File: src/rtl/resp_line_parser.sv
// resp_line_parser: streams "RESP:<hex>\n" lines inside an armed window into a value/valid
// or error pulse; forwards bytes as commands otherwise. Define RESP_CRLF_EN to accept "\r\n".
module resp_line_parser #(
  parameter int unsigned WINDOW_CYCLES = 60_000_000,
  parameter int unsigned NUM_DIGITS    = 4
) (
  input  logic                    clk,
  input  logic                    rst_n,
  input  logic [7:0]              rx_data,
  input  logic                    rx_valid,
  input  logic                    arm,
  output logic [4*NUM_DIGITS-1:0] resp_value,
  output logic                    resp_valid,
  output logic                    resp_err,
  output logic [1:0]              err_code,
  output logic [7:0]              cmd_data,
  output logic                    cmd_valid,
  output logic                    busy
);

  localparam int unsigned   VW       = 4 * NUM_DIGITS;
  localparam int unsigned   CW       = $clog2(WINDOW_CYCLES);
  localparam int unsigned   DW       = (NUM_DIGITS > 1) ? $clog2(NUM_DIGITS) : 1;
  localparam logic [CW-1:0] CNT_LAST = CW'(WINDOW_CYCLES - 1);
  localparam logic [DW-1:0] DIG_LAST = DW'(NUM_DIGITS - 1);

  localparam logic [7:0] CH_R  = 8'h52;
  localparam logic [7:0] CH_LF = 8'h0A;
`ifdef RESP_CRLF_EN
  localparam logic [7:0] CH_CR = 8'h0D;
`endif

  localparam logic [1:0] ERR_EOL     = 2'b00;
  localparam logic [1:0] ERR_PREFIX  = 2'b01;
  localparam logic [1:0] ERR_HEX     = 2'b10;
  localparam logic [1:0] ERR_TIMEOUT = 2'b11;

  typedef enum logic [2:0] {S_IDLE, S_WAIT_R, S_PREFIX, S_HEX, S_EOL, S_EOL_LF} state_t;

  // Expected byte at prefix index 1..4 of "RESP:" ('R' is index 0, matched in WAIT_R).
  function automatic logic [7:0] prefix_char(input logic [2:0] idx);
    case (idx)
      3'd1:    return 8'h45;
      3'd2:    return 8'h53;
      3'd3:    return 8'h50;
      default: return 8'h3A;
    endcase
  endfunction

  // Returns {is_hex, nibble}.
  function automatic logic [4:0] hex_nib(input logic [7:0] b);
    if (b >= 8'h30 && b <= 8'h39) return {1'b1, b[3:0]};
    if ((b >= 8'h41 && b <= 8'h46) || (b >= 8'h61 && b <= 8'h66)) return {1'b1, b[3:0] + 4'd9};
    return 5'd0;
  endfunction

  state_t        state, state_d;
  logic [CW-1:0] cnt, cnt_d;
  logic [2:0]    pidx, pidx_d;
  logic [DW-1:0] didx, didx_d;
  logic [VW-1:0] shadow, shadow_d;
  logic          done, err_ev, cmd_ev, timeout, fwd_ok;
  logic [1:0]    err_code_ev;
  logic [4:0]    hex;

  logic [VW-1:0] resp_value_d;
  logic          resp_valid_d, resp_err_d, cmd_valid_d;
  logic [1:0]    err_code_d;
  logic [7:0]    cmd_data_d;

  assign timeout = (state != S_IDLE) && (cnt == CNT_LAST);
  assign hex     = hex_nib(rx_data);

`ifdef RESP_CRLF_EN
  assign fwd_ok = (rx_data != CH_CR) && (rx_data != CH_LF);
`else
  assign fwd_ok = 1'b1;
`endif

  // NOTE: non-blocking assignments for all registered state, so every flop samples pre-edge values.
  // NOTE: the shadow register is reset like any other flop; it is a single word, not a memory array.
  always_ff @(posedge clk or negedge rst_n) begin
    if (!rst_n) begin
      state  <= S_IDLE;
      cnt    <= '0;
      pidx   <= '0;
      didx   <= '0;
      shadow <= '0;
    end else begin
      state  <= state_d;
      cnt    <= cnt_d;
      pidx   <= pidx_d;
      didx   <= didx_d;
      shadow <= shadow_d;
    end
  end

  // NOTE: every always_comb output gets a default first so no path infers a latch.
  always_comb begin
    state_d     = state;
    cnt_d       = cnt;
    pidx_d      = pidx;
    didx_d      = didx;
    shadow_d    = shadow;
    done        = 1'b0;
    err_ev      = 1'b0;
    err_code_ev = ERR_EOL;
    cmd_ev      = 1'b0;

    if (arm) begin
      // Arm wins over everything; a same-cycle byte is the first byte of the new window.
      state_d  = S_WAIT_R;
      cnt_d    = '0;
      pidx_d   = '0;
      didx_d   = '0;
      shadow_d = '0;
      if (rx_valid && rx_data == CH_R) begin
        state_d = S_PREFIX;
        pidx_d  = 3'd1;
      end
    end else if (state == S_IDLE) begin
      cmd_ev = rx_valid && fwd_ok;
    end else begin
      cnt_d = cnt + 1'b1;
      if (rx_valid) begin
        case (state)
          S_WAIT_R: if (rx_data == CH_R) begin
            state_d = S_PREFIX;
            pidx_d  = 3'd1;
          end
          S_PREFIX: if (rx_data != prefix_char(pidx)) begin
            state_d     = S_IDLE;
            err_ev      = 1'b1;
            err_code_ev = ERR_PREFIX;
          end else if (pidx == 3'd4) begin
            state_d = S_HEX;
            didx_d  = '0;
          end else begin
            pidx_d = pidx + 3'd1;
          end
          S_HEX: if (!hex[4]) begin
            state_d     = S_IDLE;
            err_ev      = 1'b1;
            err_code_ev = ERR_HEX;
          end else begin
            shadow_d = (shadow << 4) | VW'(hex[3:0]);
            if (didx == DIG_LAST) state_d = S_EOL;
            else                  didx_d  = didx + 1'b1;
          end
          S_EOL: if (rx_data == CH_LF) begin
            state_d = S_IDLE;
            done    = 1'b1;
          end
`ifdef RESP_CRLF_EN
          else if (rx_data == CH_CR) begin
            state_d = S_EOL_LF;
          end
`endif
          else begin
            state_d     = S_IDLE;
            err_ev      = 1'b1;
            err_code_ev = ERR_EOL;
          end
          S_EOL_LF: if (rx_data == CH_LF) begin
            state_d = S_IDLE;
            done    = 1'b1;
          end else begin
            state_d     = S_IDLE;
            err_ev      = 1'b1;
            err_code_ev = ERR_EOL;
          end
          default: ;
        endcase
      end
      // Timeout discards any same-cycle byte except the one completing the line.
      if (timeout && !done) begin
        state_d     = S_IDLE;
        err_ev      = 1'b1;
        err_code_ev = ERR_TIMEOUT;
      end
      if (state_d == S_IDLE) cnt_d = '0;
    end
  end

  always_comb begin
    resp_valid_d = done;
    resp_err_d   = err_ev;
    err_code_d   = err_ev ? err_code_ev : err_code;
    resp_value_d = done ? shadow : resp_value;
    cmd_valid_d  = cmd_ev;
    cmd_data_d   = cmd_ev ? rx_data : cmd_data;
  end

  always_ff @(posedge clk or negedge rst_n) begin
    if (!rst_n) begin
      resp_value <= '0;
      resp_valid <= 1'b0;
      resp_err   <= 1'b0;
      err_code   <= 2'b00;
      cmd_data   <= 8'h00;
      cmd_valid  <= 1'b0;
      busy       <= 1'b0;
    end else begin
      resp_value <= resp_value_d;
      resp_valid <= resp_valid_d;
      resp_err   <= resp_err_d;
      err_code   <= err_code_d;
      cmd_data   <= cmd_data_d;
      cmd_valid  <= cmd_valid_d;
      busy       <= (state_d != S_IDLE);
    end
  end

endmodule

File: config.mk
export PLATFORM = sky130hd
export DESIGN_NAME = resp_line_parser
export DESIGN_NICKNAME = d
export VERILOG_FILES = /design/src/rtl/resp_line_parser.sv
export SDC_FILE = /design/constraint.sdc
export NUM_CORES = 1
export LEC_CHECK = 0
export BUFFER_PORTS_ARGS = -buffer_cell sky130_fd_sc_hd__buf_2
export CAP_MARGIN = 0
export CORE_ASPECT_RATIO = 1.5
export CORE_MARGIN = 5
export CORE_UTILIZATION = 40
export CTS_BUF_LIST = sky130_fd_sc_hd__clkbuf_4 sky130_fd_sc_hd__clkbuf_8
export DETAILED_ROUTE_END_ITERATION = 6
export PLACE_DENSITY = 0.57
export SLEW_MARGIN = 40
export SYNTH_ARGS = -nofsm -noshare
export SYNTH_HDL_FRONTEND = slang
export SYNTH_SLANG_ARGS = --single-unit
File: constraint.sdc
create_clock -name clk -period 5.9 [get_ports clk]
set_clock_uncertainty 0.2 [all_clocks]
set_input_delay 0.295 -clock clk [delete_from_list [all_inputs] [get_ports clk]]
set_output_delay 0.295 -clock clk [all_outputs]
set_load 0.03 [all_outputs]
==> summary.txt <==
Run status
  – Status: complete, no violations

Placed design
  – Port-buffer cells: a little over 40
  – Final RePlAce weighted congestion: 0.880
  – Dpl hpwl: 6360 microns

Timing
  – Max_slew headroom: 0.456
  – # setup viols final: 0
  – Worst-case hold slack: ~76 ps
  – Slew @ Worst Pin: between 800 and 900 ps
  – Slew Limit Fails: 0
  – Setup TNS: 0 ps
  – Max Freq: 320 MHz
  – Final hold violations: 0
  – Period minus WS final: ~3100 ps
  – Unrepaired setup endpoints after global routing: no
  – Tcrit/Tclk final: 0.530

Floorplanning
  – Total die area: 12600 sq um
  – Rows: 45
  – Core Box Area: slightly above 10000 sq um
  – Die W: about 93 microns
  – Initial Util: 0.409
  – I/O pin total: 42
  – Die span in y: 135 microns

Yosys
  – Synth Area in Compound Gates: 0.122
  – Multiplexer area fraction after synthesis: 0.0642
  – XOR/XNOR Fraction of Synth Area: 0.0462
  – Synthesized area: 4170 sq um
  – Synth Flop Type: dfrtp_1
  – Post-Syn Nets: roughly 440
  – Async SR Flop Fraction: 1.00
  – Ys Warns: 0
  – Post-synthesis register bit count: 80
  – EDFF count, synth: 0
  – Syn Inst Count: 418
  – Sequential fraction of the synthesis area: 0.480
  – Simple-Gate Fraction of Synth Area: 0.225
  – Netlist cell types: 61
  – Adder-cell share of the synthesized area: 0.0330
  – Mapped Avg Cell Area: roughly 10 sq um
  – Largest family of logic cells by synthesized area: simple AND/OR/NAND/NOR gates

Setup path
  – Crit Path Class: reg2reg
  – Crit path required time: 5930 ps
  – Crit. End Element: register
  – WP data arrival: between 3000 and 4000 ps
  – Crit start category: register
  – CP max FO: 20

Clock network
  – Reg clk slew, reported paths: about 90 ps
  – Clk sink count: 80
  – H-tree levels: 3
  – CTS buffer count: 9
  – Root buffer cell: clkbuf_8
  – Post-CTS setup buffer count: 0
  – Longest Clk Path Bufs: 2
  – CTS tree: yes
  – Clk Latency, worst-skew pair: approximately 360 ps

Final layout
  – Synth-to-Final Area Change: 13.4%
  – Final #Nets: roughly 480
  – Share of layout cells above drive strength 1: 0.200
  – # diodes: 0

Worst hold path
  – Hold Crit Class: in2reg

Job
  – Max cap viols: 0

Global routing
  – Number of antenna violations at the first check in global routing: 0
  – GRT Total Usage: 0.153
  – Number of global-route vias before repair: between 3000 and 4000
  – Largest net degree at the start of global routing: 81
  – First-pass GRT wire length: around 15000 microns
  – Total gr overflow: 0

Power
  – VDD IR max: about 0.13 mV
  – Power Density: around 270 nW/um^2
  – Leak: roughly 0.0021 uW
  – Total power: around 1300 uW

Route
  – First-pass DRT Iterations: 4
  – Drt wl/cell: approximately 15 microns
  – DRC: 0
  – Detail Route Antenna Nets: 0
  – Via count: 3151
  – WL final: 9000 microns
  – Iteration-0 DRC Markers: 97
  – Routed vias/inst: approximately 5.2
## state kept, by name (all words and copies together), names as in the netlist
register / cells
resp_valid: 1
resp_value: 16
cmd_data: 8
pidx: 3
resp_err: 1
err_code: 2
shadow: 16
cmd_valid: 1
cnt: 26
busy: 1
didx: 2
state: 3
## power breakdown
part,leakage [uW],internal [uW],switching (uW)
Clock,0.000118,248,221
Sequential,0.00109,579,22.4
Combinational,0.000927,58.3,130
## Yosys cell counts, types with 5 or more instances
library cell	number	area, sq um
dfrtp_1	80	2000
nand3_1	12	60.1
nor2_1	43	161
nor2b_1	5	31.3
o21ai_0	12	60.1
o31ai_1	5	37.5
and3_1	10	62.6
xnor2_1	8	70.1
nand4_1	12	75.1
nand2b_1	10	62.6
and2_1	5	31.3
nor3_1	6	30.0
mux2_2	22	248
a21oi_1	24	120
ha_1	11	138
nand2_1	54	203
clkbuf_1	12	45.0
xor2_1	14	123
inv_1	10	37.5
## layout make-up
cell class	instances	area (sq um)
fillers	992	5460
multi-input cells	310	2050
flip-flops and latches	80	2000
repair buffers	43	229
well taps	141	176
clock buffers	9	124
clock inverters	7	109
inverters	11	41.3
## kinds of logic (layout without fill, tap and decap cells)
| kind of cell | Yosys count | in the layout |
|---|---|---|
| AO/OA/AOI/OAI | 69 | 69 |
| XOR/XNOR | 22 | 22 |
| adder cells (fa/ha/maj) | 11 | 11 |
| buffers and inverters | 28 | 70 |
| flip-flops | 80 | 80 |
| multiplexers | 24 | 24 |
| AND/OR/NAND/NOR | 184 | 184 |
## timing repair
action,in CTS,in global routing
endpoints found under the setup margin,0,0
endpoints found under the hold margin,80,0
hold buffers,1,0
gates resized for setup,0,0
## routing by layer
layer,wire [microns],vias to the layer above,GRT usage
li1,-,1555,-
met1,3890,1528,0.185
met2,4550,50,0.258
met3,290,18,0.0234
met4,263,0,0.0839
met5,0,-,0
## cells in the final DEF, fill, tap and decap left out, types with 6 or more instances in the layout
master / synthesis / routed
mux2_2: 22 / 22
inv_1: 10 / 10
and3_1: 10 / 10
a21oi_1: 24 / 24
nand2b_1: 10 / 10
dfrtp_1: 80 / 80
buf_2: 2 / 40
nor3_1: 6 / 6
o21ai_0: 12 / 12
ha_1: 11 / 11
clkbuf_8: 0 / 9
xnor2_1: 8 / 8
nand4_1: 12 / 12
xor2_1: 14 / 14
nor2_1: 43 / 42
nand2_1: 54 / 54
nand3_1: 12 / 12
## through the flow
stage,worst slack (ps),instance area [sq um],utilization,instances
global route,2450,4730,0.464,601
global placement,2690,4480,0.440,584
detailed placement,2700,4490,0.441,584
CTS,2740,4730,0.464,601
floorplan,3090,4170,-,418
finish,2770,4730,0.464,601
## worst max-delay path: stages (launching register included)
cell	delay, ps
dfrtp_1	530
or3_1	600
nand2_1	180
a221oi_1	260
o21ai_0	140
o211ai_1	360
o211ai_4	190
o21ai_4	430
nor3_1	120
## worst paths after layout
path	from	end	slack, ps	depth (start not counted)
min in group asynchronous	rst_n	cmd_data[2]	340	2
max in group asynchronous	rst_n	cnt[17]	4670	2
worst max-delay path	state[0]	cnt[4]	2770	8
worst min register to register	cmd_data[1]	cmd_data[1]	290	2
worst max register to register	state[0]	cnt[4]	2770	8
worst min-delay path	rx_data[5]	cmd_data[5]	80	2
Power figures use the tool's default switching activity.
